## config.mk

```make
export PLATFORM = sky130hd
export DESIGN_NAME = scaler_measure_flat
export DESIGN_NICKNAME = d
export VERILOG_FILES = /design/src/rtl/scaler_measure_if.sv /design/src/rtl/scaler_measure.sv /design/src/flat_wrapper.sv
export SDC_FILE = /design/constraint.sdc
export NUM_CORES = 1
export LEC_CHECK = 0
export BUFFER_PORTS_ARGS = -buffer_cell sky130_fd_sc_hd__buf_2
export CAP_MARGIN = 40
export CORE_MARGIN = 2
export CORE_UTILIZATION = 40
export CTS_CLUSTER_DIAMETER = 200
export CTS_CLUSTER_SIZE = 10
export DETAILED_ROUTE_END_ITERATION = 10
export PLACE_DENSITY = 0.67
export RECOVER_POWER = 25
export SYNTH_ARGS = -nofsm -noshare
export SYNTH_HDL_FRONTEND = slang
export SYNTH_SLANG_ARGS = --single-unit
export TNS_END_PERCENT = 20
```

## constraint.sdc

```tcl
create_clock -name clk -period 6.17 [get_ports clk]
set_clock_uncertainty 0.15 [all_clocks]
set_input_delay 1.234 -clock clk [delete_from_list [all_inputs] [get_ports clk]]
set_output_delay 1.234 -clock clk [all_outputs]
set_load 0.01 [all_outputs]
```

## src/rtl/scaler_measure_if.sv

```systemverilog
// scaler_measure_if: video timing, requested size, ratio outputs and interpolator handshake.
interface scaler_measure_if #(parameter int bitwidth = 10);
    logic                pix_en, hblank, vblank;
    logic [bitwidth-1:0] out_width, out_height;
    logic [bitwidth-1:0] num_h, num_v, den_h, den_v;
    logic                newfraction_h, newfraction_v;
    logic                ready_h, ready_v, valid;
    modport master (
        output pix_en, hblank, vblank, out_width, out_height, ready_h, ready_v,
        input  num_h, num_v, den_h, den_v, newfraction_h, newfraction_v, valid
    );
    modport slave (
        input  pix_en, hblank, vblank, out_width, out_height, ready_h, ready_v,
        output num_h, num_v, den_h, den_v, newfraction_h, newfraction_v, valid
    );
endinterface

```

## src/rtl/scaler_measure.sv

```systemverilog
// scaler_measure: measures input frame size and hands a stable in/out ratio to the interpolators.
module scaler_measure #(parameter int bitwidth = 10) (
    input logic clk,
    input logic reset_n,
    scaler_measure_if.slave bus
);
    typedef enum logic [1:0] {MEASURE, ISSUE, WAIT, LOCKED} state_t;
    localparam logic [bitwidth-1:0] ALL1 = '1;
    state_t              state;
    logic [bitwidth-1:0] hcnt, vcnt, wmax, prev_w, prev_h, cand_w, cand_h;
    logic [bitwidth-1:0] num_h, num_v, den_h, den_v;
    logic                hb_d, vb_d, done_h, done_v, valid_q;
    logic [1:0]          wait_cnt;
    logic                active, line_end, frame_end, stable, differ;
    assign active    = bus.pix_en & ~bus.hblank & ~bus.vblank;
    assign line_end  = bus.pix_en & bus.hblank & ~hb_d & (hcnt != '0);
    assign frame_end = bus.pix_en & bus.vblank & ~vb_d;
    // candidates already fold in a line ending in the same cycle as the frame
    assign cand_w    = (line_end && hcnt > wmax) ? hcnt : wmax;
    assign cand_h    = (line_end && vcnt != ALL1) ? vcnt + 1'b1 : vcnt;
    assign stable    = frame_end & (cand_w != '0) & (cand_h != '0) & (cand_w == prev_w) & (cand_h == prev_h);
    assign differ    = {cand_w, cand_h, bus.out_width, bus.out_height} != {den_h, den_v, num_h, num_v};
    assign bus.num_h = num_h;
    assign bus.num_v = num_v;
    assign bus.den_h = den_h;
    assign bus.den_v = den_v;
    assign bus.valid = valid_q;
    assign bus.newfraction_h = (state == ISSUE) & bus.pix_en;
    assign bus.newfraction_v = (state == ISSUE) & bus.pix_en;
    always_ff @(posedge clk or negedge reset_n) begin
        if (!reset_n) begin
            state    <= MEASURE;
            hcnt     <= '0;
            vcnt     <= '0;
            wmax     <= '0;
            prev_w   <= '0;
            prev_h   <= '0;
            num_h    <= '0;
            num_v    <= '0;
            den_h    <= '0;
            den_v    <= '0;
            hb_d     <= 1'b0;
            vb_d     <= 1'b0;
            done_h   <= 1'b0;
            done_v   <= 1'b0;
            valid_q  <= 1'b0;
            wait_cnt <= '0;
        end else begin
            if (bus.pix_en) begin
                hb_d <= bus.hblank;
                vb_d <= bus.vblank;
                if (frame_end) begin
                    hcnt   <= '0;
                    vcnt   <= '0;
                    wmax   <= '0;
                    prev_w <= cand_w;
                    prev_h <= cand_h;
                end else if (line_end) begin
                    hcnt <= '0;
                    vcnt <= cand_h;
                    wmax <= cand_w;
                end else if (active && hcnt != ALL1) hcnt <= hcnt + 1'b1;
            end
            case (state)
                MEASURE, LOCKED: if (stable && differ) begin
                    state   <= ISSUE;
                    den_h   <= cand_w;
                    den_v   <= cand_h;
                    num_h   <= bus.out_width;
                    num_v   <= bus.out_height;
                    valid_q <= 1'b0;
                end
                ISSUE: if (bus.pix_en) begin
                    state    <= WAIT;
                    wait_cnt <= '0;
                    done_h   <= 1'b0;
                    done_v   <= 1'b0;
                end
                WAIT: if (done_h && done_v) begin
                    state   <= LOCKED;
                    valid_q <= 1'b1;
                end else if (wait_cnt != 2'd2) wait_cnt <= wait_cnt + 1'b1;
                else begin
                    done_h <= done_h | bus.ready_h;
                    done_v <= done_v | bus.ready_v;
                end
            endcase
        end
    end
endmodule

```

## src/flat_wrapper.sv

```systemverilog
// flat-port wrapper written by rule: the top's interface ports become plain ports
module scaler_measure_flat 
#(parameter int bitwidth = 10)
  (clk, reset_n, bus_pix_en, bus_hblank, bus_vblank, bus_out_width, bus_out_height, bus_ready_h, bus_ready_v, bus_num_h, bus_num_v, bus_den_h, bus_den_v, bus_newfraction_h, bus_newfraction_v, bus_valid);
  scaler_measure_if #(.bitwidth(bitwidth)) bus_i ();
  input logic clk;
  input logic reset_n;
  input wire logic [$bits(bus_i.pix_en)-1:0] bus_pix_en;
  input wire logic [$bits(bus_i.hblank)-1:0] bus_hblank;
  input wire logic [$bits(bus_i.vblank)-1:0] bus_vblank;
  input wire logic [$bits(bus_i.out_width)-1:0] bus_out_width;
  input wire logic [$bits(bus_i.out_height)-1:0] bus_out_height;
  input wire logic [$bits(bus_i.ready_h)-1:0] bus_ready_h;
  input wire logic [$bits(bus_i.ready_v)-1:0] bus_ready_v;
  output wire logic [$bits(bus_i.num_h)-1:0] bus_num_h;
  output wire logic [$bits(bus_i.num_v)-1:0] bus_num_v;
  output wire logic [$bits(bus_i.den_h)-1:0] bus_den_h;
  output wire logic [$bits(bus_i.den_v)-1:0] bus_den_v;
  output wire logic [$bits(bus_i.newfraction_h)-1:0] bus_newfraction_h;
  output wire logic [$bits(bus_i.newfraction_v)-1:0] bus_newfraction_v;
  output wire logic [$bits(bus_i.valid)-1:0] bus_valid;
  assign bus_i.pix_en = bus_pix_en;
  assign bus_i.hblank = bus_hblank;
  assign bus_i.vblank = bus_vblank;
  assign bus_i.out_width = bus_out_width;
  assign bus_i.out_height = bus_out_height;
  assign bus_i.ready_h = bus_ready_h;
  assign bus_i.ready_v = bus_ready_v;
  assign bus_num_h = bus_i.num_h;
  assign bus_num_v = bus_i.num_v;
  assign bus_den_h = bus_i.den_h;
  assign bus_den_v = bus_i.den_v;
  assign bus_newfraction_h = bus_i.newfraction_h;
  assign bus_newfraction_v = bus_i.newfraction_v;
  assign bus_valid = bus_i.valid;
  scaler_measure #(.bitwidth(bitwidth)) u_core (.clk(clk), .reset_n(reset_n), .bus(bus_i));
endmodule
```

==> results_dict.tcl <==
set metrics [dict create \
    edff_count_synth 0 \
    worst_pin_slew_ns 2.08 \
    post_layout_inst_area_um2 7150 \
    postSynth.asyncResetShare_pct 100 \
    final_layout_size_suffix_gt1_share_pct 17.4 \
    reg2reg_path_depth 11 \
    yosys_register_bits 99 \
    pwr_density_cell_nw_per_um2 305 \
    postPlaceCellArea_um2 6850 \
    grt-ovfl-total 0 \
    path_delay_family "simple AND/OR/NAND/NOR gates" \
    routed-via-count 5294 \
    design_power_total_mw 2.18 \
    grt_max_degree 43 \
    hold_path_depth 2 \
    share_comb_of_total_power_pct 30.3 \
    area_share_of_the_largest_cell_type_after_synthesis_pct 39.2 \
    max_cap_viol_count 2 \
    crit_path_cell_count 11 \
    antennaDiodeCount 0 \
    fp.dieW_um 130 \
    fp-row-count 45 \
    final_max_slew_viol_count 71 \
    drtAntennaViolNets 0 \
    nNetsFinal 777 \
    met3_wirelength_um 1120 \
    yosysWarnings 0 \
    synth_area_leaders "sky130_fd_sc_hd__dfrtp_1, sky130_fd_sc_hd__xor2_1, sky130_fd_sc_hd__mux2_4, sky130_fd_sc_hd__mux2i_1, sky130_fd_sc_hd__nand2_1" \
    drt_drc_violations_left 0 \
    synth_cells 679 \
    slew-limit-headroom_pct -38.9 \
    timing.final.crit_share_pct 83.5 \
    detail_route.wl_per_cell_um 17.6 \
    cp_cell_sequence "clkbuf_1 > nand3b_1 > a31o_2 > or3_1 > xor2_1 > a2111oi_0 > nand4b_1 > or4_1 > a211oi_4 > buf_4 > mux2_1" \
    tritoncts.num_buffers 9 \
    grt_antenna_before_repair 0 \
    cts_root_buffer "sky130_fd_sc_hd__clkbuf_16" \
    netlist.top_cell.by_area "sky130_fd_sc_hd__dfrtp_1" \
    run_status "finished with violations" \
    mostFrequentLayoutCells "sky130_fd_sc_hd__dfrtp_1, sky130_fd_sc_hd__buf_2, sky130_fd_sc_hd__nand2_1" \
    fin_setup_tns_ns 0 \
    cell_internal_pwr_mw 1.42 \
    floorplan.initialDensity_pct 41.3 \
    power.share.clock_pct 28.1 \
    share_seq_of_total_power_pct 41.5 \
    routed_wl_um 16700 \
    violations "capacitance limit, slew limit" \
    netlist-cell-type-count 68 \
    timing.final.hold_violations 0 \
    layout_commonest_cell "sky130_fd_sc_hd__dfrtp_1" \
    timing.critical_path.slowest_cell_delay_ns 0.68 \
    hp-class "register to register" \
    place_congestion 0.999 \
    top_routing_layer_used "met4" \
    iteration_0_drc_count_of_the_detailed_router 460 \
    cts-htree-levels 3 \
    synth_area_per_cell_um2 9.32 \
    floorplan.die_area_um2 16800 \
    switching_power_as_a_share_of_total_power_pct 34.7 \
    place.detailed.hpwl_um 12300 \
    clkLatencyLatePin_ns 0.36 \
    layout-area-overhead-vs-synth_pct 13.0 \
    detailed_routed_wire_length_on_met2_um 7180 \
    post_cts.repair.setup_buffers 0 \
    detail_route.first_pass.iterations 4 \
    fp.dieH_um 130 \
    synth_seq_area_share_pct 39.2 \
    avgViaCountPerCell 5.58 \
    critPathKind "input port to register" \
    placement.io_buffers 69 \
    grt_first_pass_wirelength_um 26900 \
    clk_path_buf_depth 2 \
    critical_path_arrival_ns 5.24 \
    vias_in_the_first_global_route 5045 \
    pin_count 70 \
    core_area_um2 15300 \
    setup_viol 0 \
    syn_nets 723 \
    cts_tree "done" \
    vdd.ir_drop.worst_uv 132 \
    max_freq_mhz 194 \
    critPathRequiredTime_ns 6.26 \
    count_of_buffer_and_inverter_cells_on_the_critical_path 2 \
    leakagePower_nw 3.20 \
    grt_usage_pct 20.4 \
    setup.worst_path.start_class "input port" \
    cts_hold_buf 0 \
    met1Wirelength_um 7960 \
    cts_sinks 99 \
    critical_path.slowest_cell "sky130_fd_sc_hd__or4_1" \
    worst_setup_path_end_kind "register" \
    worstPathMaxFanout 24 \
    dominantRegCellSynth "sky130_fd_sc_hd__dfrtp_1" \
    power.net_switching_uw 757 \
    setup_repair_after_global_routing_missed_its_margin "no" \
    clkSlewWorstSetupHoldPaths_ns 0.07 \
    post_cts_resized 0 \
    synth_area_um2 6330 \
    final_period_minus_worst_setup_slack_ns 5.15 \
]
[cells in the mapped netlist (4+ instances only)]
master and instances:
sky130_fd_sc_hd__nor2_1 55, sky130_fd_sc_hd__buf_4 4, sky130_fd_sc_hd__and3_1 6, sky130_fd_sc_hd__mux2i_1 22, sky130_fd_sc_hd__o2111ai_1 4, sky130_fd_sc_hd__buf_2 8
sky130_fd_sc_hd__ha_1 17, sky130_fd_sc_hd__a2111oi_0 5, sky130_fd_sc_hd__a211oi_1 7, sky130_fd_sc_hd__nand2b_1 6, sky130_fd_sc_hd__nor3_1 15, sky130_fd_sc_hd__a31oi_1 7
sky130_fd_sc_hd__nand3b_1 5, sky130_fd_sc_hd__nor4_1 17, sky130_fd_sc_hd__nand2_1 58, sky130_fd_sc_hd__nor2b_1 12, sky130_fd_sc_hd__xor2_1 37, sky130_fd_sc_hd__o22ai_1 10
sky130_fd_sc_hd__o21ai_0 42, sky130_fd_sc_hd__and4_1 4, sky130_fd_sc_hd__xnor2_1 21, sky130_fd_sc_hd__nand4_1 12, sky130_fd_sc_hd__and2_1 5, sky130_fd_sc_hd__o211ai_1 4
sky130_fd_sc_hd__mux2_4 20, sky130_fd_sc_hd__or3_1 7, sky130_fd_sc_hd__clkbuf_1 21, sky130_fd_sc_hd__inv_1 49, sky130_fd_sc_hd__nand3_1 12, sky130_fd_sc_hd__a21oi_1 28
sky130_fd_sc_hd__dfrtp_1 99
[layout make-up]
class | count | area, µm²
Fill cell | 1481 | 8170
Clock inverter | 4 | 75.1
Multi-Input combinational cell | 492 | 3470
Tap cell | 211 | 264
Sequential cell | 99 | 2480
Clock buffer | 11 | 243
Inverter | 49 | 184
Timing Repair Buffer | 82 | 437
[power by group through the flow]
stage               registers (mW)  logic, mW  clock network [mW]
finish                       0.905      0.662               0.614
global placement             0.911      0.649                   0
floorplan                    0.910      0.424                   0
detailed placement           0.914      0.660                   0
CTS                          0.904      0.663               0.622
global route                 0.921      0.734               0.646
[routing by layer]
metal | GRT usage (%) | vias to the layer above
met5 | 0 | -
met4 | 8.73 | 0
met3 | 2.54 | 33
met2 | 30.4 | 225
met1 | 30.0 | 2520
li1 | - | 2516
[sequential cells by signal (all words and copies together), names as in the netlist, 2 cells and up]
register / flops
u_core.bus.den_h: 10
u_core.bus.den_v: 10
u_core.bus.num_h: 10
u_core.bus.num_v: 10
u_core.hcnt: 10
u_core.prev_h: 10
u_core.prev_w: 10
u_core.vcnt: 10
u_core.wmax: 10
u_core.state: 2
u_core.wait_cnt: 2
[cells by family (layout without fill, tap and decap cells)]
family / Yosys count / after routing / share of synthesized area (%)
simple gates: 225 / 225 / 18.1
compound gates: 145 / 145 / 16.0
flops: 99 / 99 / 39.2
buf+inv: 88 / 146 / 6.01
xor+xnor: 59 / 59 / 8.39
mux: 46 / 46 / 8.94
fa+ha+maj: 17 / 17 / 3.36
[through the flow]
stage          util (%)  worst slack, ns  cells  hold slack (ns)
6_report           46.7             1.02    948            0.365
5_1_grt            46.7            0.752    948            0.419
4_1_cts            46.8             1.20    948            0.368
3_5_place_dp       44.7            0.839    933            0.354
3_3_place_gp       44.6            0.896    932            0.333
2_1_floorplan         -             1.44    679            0.319
[worst paths after layout]
path / startpoint / end / slack, ns
worst max-delay path: bus_pix_en / u_core.bus.num_v[3] / 1.02
worst min-delay path: u_core.prev_h[1] / u_core.prev_h[1] / 0.36
worst max register to register: u_core.vcnt[0] / u_core.bus.num_v[3] / 1.14
worst min register to register: u_core.prev_h[1] / u_core.prev_h[1] / 0.36
max in group asynchronous: reset_n / u_core.bus.den_v[5] / 1.93
min in group asynchronous: reset_n / u_core.done_v / 1.13
[tightest hold or removal path, cell delays in order, from the launching register on]
cell and delay (ns):
sky130_fd_sc_hd__dfrtp_1 0.36, sky130_fd_sc_hd__nand2_1 0.05, sky130_fd_sc_hd__o21ai_0 0.07
Note: power is estimated with default switching activity, not from simulation.
